`src/rtl/sprite_dma.sv`:
```
// Copies one sprite record (bitmap rows, X, Y) from main memory into sprite RAM,
// starting only on a vsync rising edge so the RAM never changes mid-frame.
module sprite_dma #(
    parameter int RECORD_BYTES = 10,
    parameter int ADDR_W       = 16
) (
    input  logic              clk,
    input  logic              reset,
    input  logic              start,
    input  logic [ADDR_W-1:0] src_base,
    input  logic              vsync,
    output logic              mem_rd,
    output logic [ADDR_W-1:0] mem_addr,
    input  logic              mem_valid,
    input  logic [7:0]        mem_data,
    output logic              spr_we,
    output logic [3:0]        spr_addr,
    output logic [7:0]        spr_data,
    output logic              busy,
    output logic              done
);

    typedef enum logic [2:0] {IDLE, ARMED, REQ, WRITE, DONE} state_t;

    localparam logic [3:0] LAST = 4'(RECORD_BYTES - 1);

    state_t            state, state_nx;
    logic [ADDR_W-1:0] base, next_base;
    logic [3:0]        index;
    logic              pending, vsync_q, vsync_edge, rearm;

    assign vsync_edge = vsync & ~vsync_q;
    // A start landing in the DONE cycle is treated like a pending one.
    assign rearm      = pending | start;

    always_comb begin
        state_nx = state;
        case (state)
            IDLE:    if (start)      state_nx = ARMED;
            ARMED:   if (vsync_edge) state_nx = REQ;
            REQ:     if (mem_valid)  state_nx = WRITE;
            WRITE:   state_nx = (index == LAST) ? DONE : REQ;
            DONE:    state_nx = rearm ? ARMED : IDLE;
            default: state_nx = IDLE;
        endcase
    end

    assign mem_rd   = (state == REQ);
    assign mem_addr = mem_rd ? base + ADDR_W'(index) : '0;
    assign spr_we   = (state == WRITE);
    assign done     = (state == DONE);

    always_ff @(posedge clk or negedge reset) begin
        if (!reset) begin
            state     <= IDLE;
            base      <= '0;
            next_base <= '0;
            index     <= '0;
            pending   <= 1'b0;
            vsync_q   <= 1'b0;
            spr_addr  <= '0;
            spr_data  <= '0;
            busy      <= 1'b0;
        end else begin
            state   <= state_nx;
            vsync_q <= vsync;
            // Queue a follow-on record; the active copy is left untouched.
            if (start && busy && state != DONE) begin
                pending   <= 1'b1;
                next_base <= src_base;
            end
            case (state)
                IDLE: if (start) begin
                    base  <= src_base;
                    index <= '0;
                    busy  <= 1'b1;
                end
                REQ: if (mem_valid) begin
                    spr_addr <= index;
                    spr_data <= mem_data;
                end
                WRITE: if (index != LAST) index <= index + 4'd1;
                DONE: begin
                    pending <= 1'b0;
                    index   <= '0;
                    if (rearm) base <= start ? src_base : next_base;
                    else       busy <= 1'b0;
                end
                default: ;
            endcase
        end
    end

endmodule

```
`config.mk`:
```
export PLATFORM = sky130hd
export DESIGN_NAME = sprite_dma
export DESIGN_NICKNAME = d
export VERILOG_FILES = /design/src/rtl/sprite_dma.sv
export SDC_FILE = /design/constraint.sdc
export NUM_CORES = 1
export LEC_CHECK = 0
export CORE_UTILIZATION = 37
export DETAILED_ROUTE_END_ITERATION = 10
export HOLD_SLACK_MARGIN = 0.06
export MAX_ROUTING_LAYER = met4
export PLACE_DENSITY = 0.73
export SETUP_SLACK_MARGIN = 0.05
export SLEW_MARGIN = 20
export SYNTH_ARGS = -nofsm -noshare
export SYNTH_HDL_FRONTEND = slang
export SYNTH_SLANG_ARGS = --single-unit
```
`constraint.sdc`:
```
create_clock -name clk -period 6.3 [get_ports clk]
set_input_delay 1.26 -clock clk [delete_from_list [all_inputs] [get_ports clk]]
set_output_delay 1.26 -clock clk [all_outputs]
set_load 0.02 [all_outputs]
```
Word-level counts from Yosys, hierarchy flattened
Cells that the tools add are included.
{"block": "classes", "add_sub_neg": 2, "eq_ne": 13, "n_mux": 19, "bitwise_logic": 3, "n_reduce_logical": 11}
{"op": "16-bit two-way mux", "count": 4}
{"op": "16-bit one-hot mux with 2 select lines", "count": 1}
{"op": "16-bit by 4-bit adder with 16-bit output", "count": 1}
{"op": "3-bit one-hot mux with 5 select lines", "count": 1}
{"op": "3-bit two-way mux", "count": 4}
{"op": "4-bit one-hot mux with 3 select lines", "count": 1}
{"op": "3-bit AND reduction", "count": 4}
{"op": "4-bit two-way mux", "count": 2}
{"op": "3-bit by 2-bit equality test with 1-bit output, second input constant", "count": 2}
{"op": "2-bit by 1-bit inequality test with 1-bit output, second input constant", "count": 3}
{"op": "2-bit inequality test, second input constant", "count": 3}
{"op": "1-bit two-way mux", "count": 5}
{"op": "4-bit by 1-bit adder with 4-bit output, second input constant", "count": 1}
{"op": "4-bit equality test, second input constant", "count": 1}
{"op": "4-bit inequality test, second input constant", "count": 1}
{"op": "2-bit nonzero test", "count": 2}
{"op": "3-bit by 1-bit equality test with 1-bit output, second input constant", "count": 1}
{"op": "3-bit equality test, second input constant", "count": 1}
{"op": "3-bit zero test", "count": 1}
{"op": "3-bit inequality test, second input constant", "count": 1}
{"op": "3-bit nonzero test", "count": 1}
{"op": "1-bit logical AND", "count": 2}
{"op": "1-bit one-hot mux with 2 select lines", "count": 1}
{"op": "2-bit AND reduction", "count": 1}
{"op": "3 further kinds", "count": 3}
{"block": "word_totals", "register_bits": 54, "inputBits": 29, "output_inout_bits": 32, "wordCells": 57}

Logic depth before layout (Yosys ltp)
{"block": "logic_depth", "depth_word": 4, "mapped_depth": 7, "mapped_depth_nobuf": 7}

Least setup slack after synthesis
No wires, ideal clock.
{"block": "synth_timing", "path_kind": "register to output", "start": "register index[0]", "end": "output port mem_addr[14]", "t_arrival_ns": 2.147, "path_slack_ns": 2.893, "path_stages_with_launch": 8, "path_cell_list": "dfrtp_1 > ha_1 > inv_1 > fa_1 > nand2b_1 > a211oi_2 > nand4_1 > mux2i_1"}
{"block": "synth_between", "elab_chain_len": 2}
{"item": "start, declared", "line": "29", "text": "logic [3:0] index;"}
{"item": "start signal, assigned", "line": "82", "text": "WRITE: if (index != LAST) index <= index + 4'd1;"}
{"item": "16-bit by 4-bit adder with 16-bit output", "line": "49", "text": "assign mem_addr = mem_rd ? base + ADDR_W'(index) : '0;"}
{"item": "16-bit two-way mux", "line": "49"}
{"item": "end, declared", "line": "13", "text": "output logic [ADDR_W-1:0] mem_addr,"}
No other way between the ends.

Final worst setup path
Ends and elaborated chain as after synthesis.

==> impl_metrics.env <==
export IMPL_grt_overflow=0
export IMPL_die_x_um=90.3
export IMPL_relSlewSlack_pct=38.4
export IMPL_final_util_pct=49.2
export IMPL_synth_warnings=0
export IMPL_start_util_pct=38.9
export IMPL_ys_flop_type="dfrtp_1"
export IMPL_cts_root_buf="clkbuf_8"
export IMPL_cts_buffers=5
export IMPL_ioPinCount=61
export IMPL_path_class="flip-flop to primary output"
export IMPL_finalMaxSlewViolations=0
export IMPL_drt_pass1_iterations=4
export IMPL_setup_violations=0
export IMPL_ant_nets=0
export IMPL_grt_use_total_pct=15.2
export IMPL_grt_max_degree=55
export IMPL_synth_cell_area_um2=2880
export IMPL_hold_start="spr_data[5]$_DFFE_PN0P_"
export IMPL_drt_iter0_markers=110
export IMPL_status="complete, no violations"
export IMPL_ys_ff_latch=54
export IMPL_cp_cell_sequence="ha_1 -> inv_1 -> fa_1 -> nand2b_1 -> a211oi_2 -> nand4_1 -> mux2i_1 -> clkdlybuf4s50_1"
export IMPL_core_um2=7410
export IMPL_maxCapViolations=0
export IMPL_syn2layout_area_growth_pct=26.5
export IMPL_ys_seq_area_share_pct=46.9
export IMPL_antenna_found_initial=0
export IMPL_syn_num_nets=305
export IMPL_clk_pin_slew_ps=100
export IMPL_synthArstFlopShare_pct=100
export IMPL_grt_setup_unrepaired="false"
export IMPL_grt_pass1_wl_um=9850
export IMPL_tns_ps=0
export IMPL_post_cts_resized=0
export IMPL_cts_tree="yes"
export IMPL_insertion_delay_ps=300
export IMPL_drive_above_1_share_pct=13.2
export IMPL_synth_top_area_share_pct=46.9
export IMPL_ys_types=46
export IMPL_worst_pin_slew_ps=924
export IMPL_fillers=676
export IMPL_p_per_area_nw_per_um2=487
export IMPL_drt_wirelength_per_cell_um=14.1
export IMPL_htreeDepth=2
export IMPL_synth_largest_area_cell="dfrtp_1"
export IMPL_start_kind="flip-flop"
export IMPL_viasPerCell=5.07
export IMPL_synth_edf_count=0
export IMPL_cp_num_buf_inv=2
export IMPL_cp_required_ps=5040
export IMPL_clock_path_buffers=2
export IMPL_fin_crit_sh_pct=68.9
export IMPL_placed_area_um2=3540
export IMPL_path_max_fanout=8
export IMPL_cts_setup_buffers=0
export IMPL_critPathCaptureType="primary output"
export IMPL_io_buffers=60
export IMPL_irDropWorstVdd_v=0.000134
export IMPL_critical_path_top_delay_family="buffers and inverters"
export IMPL_diodes=0
export IMPL_critPathMaxStageDelay_ps=610
export IMPL_clock_sinks=54
export IMPL_synth_area_leaders="dfrtp_1 (47%), mux2i_1 (7.3%), mux2_2 (7.0%)"
export IMPL_crit_path_start="index[0]$_DFFE_PN0P_"
export IMPL_p_total_mw=1.78
export IMPL_hold_viol_final=0
export IMPL_finClkSkew_ps=9.75
export IMPL_holdCritPathClass="flip-flop to flip-flop"
export IMPL_die_area_um2=8150
export IMPL_slowest_stage="clkdlybuf4s50_1"
export IMPL_netlist_instances=269
export IMPL_power_leakage_nw=1.49
export IMPL_design_area_um2=3650
export IMPL_gp_congestion=0.764
export IMPL_hpwl_um=4380
export IMPL_arrival_ps=3080
export IMPL_r2r_start="state[0]$_DFFE_PN0P_"
export IMPL_synth_common_cells="dfrtp_1 (54), nor2_1 (33), a21oi_1 (30)"
export IMPL_synth_area_per_cell_um2=10.7
export IMPL_synth_most_common_cell="dfrtp_1"
export IMPL_max_freq_ghz=0.230
export IMPL_row_count=31
export IMPL_dr_total_vias=2150
export IMPL_grt_pass1_vias=1936
export IMPL_layout_nets=360
export IMPL_drt_wl_total_um=5960
export IMPL_fp_dieH_um=90.3
export IMPL_drcViolationCount=0
export IMPL_ctsHoldBuffers=0
export IMPL_period_minus_slack_ps=4340
## worst paths after layout
path | end | slack, ps | cells past startpoint
min in group asynchronous | next_base[8]$_DFFE_PN0P_ | 1070 | 2
worst max-delay path | mem_addr[14] | 1960 | 8
worst min-delay path | spr_data[5]$_DFFE_PN0P_ | 510 | 1
worst max register to register | next_base[2]$_DFFE_PN0P_ | 4040 | 3
max in group asynchronous | spr_data[4]$_DFFE_PN0P_ | 4770 | 2
worst min register to register | spr_data[5]$_DFFE_PN0P_ | 510 | 1
## report_power, final
part	switching (mW)	internal, mW	total (mW)
clock	0.110	0.119	0.228
combinational	0.489	0.456	0.944
sequential	0.138	0.466	0.604
## area by class of cell
cell class	count	area [µm²]	share of cell area (%)
multi-input combinational	193	1420	39.0
inverter	8	30.0	0.823
tap	99	124	3.40
sequential	54	1350	37.0
clock inverter	2	37.5	1.03
timing repair buffer	62	611	16.7
clock buffer	6	72.6	1.99
## through the flow
step | setup WS, ps | hold WS, ps | cells
after floorplan | 2890 | 480 | 269
after global placement | 2370 | 489 | 416
after detailed placement | 2300 | 493 | 416
after CTS | 1960 | 515 | 424
after global routing | 1800 | 534 | 424
final | 1960 | 511 | 424
## sequential cells by signal, indices dropped and copies added, names as in the netlist
signal,cells
vsync_q,1
busy,1
next_base,16
base,16
spr_addr,4
state,3
index,4
pending,1
spr_data,8
## metal layers
| metal | vias to the layer above | global-route usage (%) | part of all wire [%] |
|---|---|---|---|
| li1 | 1058 | - | - |
| met1 | 1033 | 21.5 | 48 |
| met2 | 53 | 22.6 | 47 |
| met3 | 6 | 2.78 | 4.0 |
| met4 | 0 | 4.03 | 1.2 |
| met5 | - | - | 0 |
## placed cells by master (no fill, tap or decap), types with 3 or more instances in the layout
cell             instances
mux2_4                  10
inv_1                    7
a21oi_1                 30
o21ai_0                  5
xnor2_1                  3
nand4_1                  4
a211oi_1                 3
nand2b_1                 6
nor3b_1                  3
nor2_1                  33
nand2_1                 14
dfrtp_1                 54
ha_1                     6
clkdlybuf4s50_1         59
mux2_2                  18
mux2i_1                 21
clkbuf_8                 5
## cell families (layout without fill, tap and decap cells)
group                    after synthesis  in the layout  synth area share, %
multiplexers                          49             49                 19.5
flip-flops                            54             54                 46.9
buffers and inverters                 22             78                 3.99
AO/OA/AOI/OAI                         54             54                 11.5
AND/OR/NAND/NOR                       79             79                 13.6
adder cells (fa/ha/maj)                7              7                 3.30
XOR/XNOR                               4              4                 1.21
Note: power is estimated with default switching activity, not from simulation.
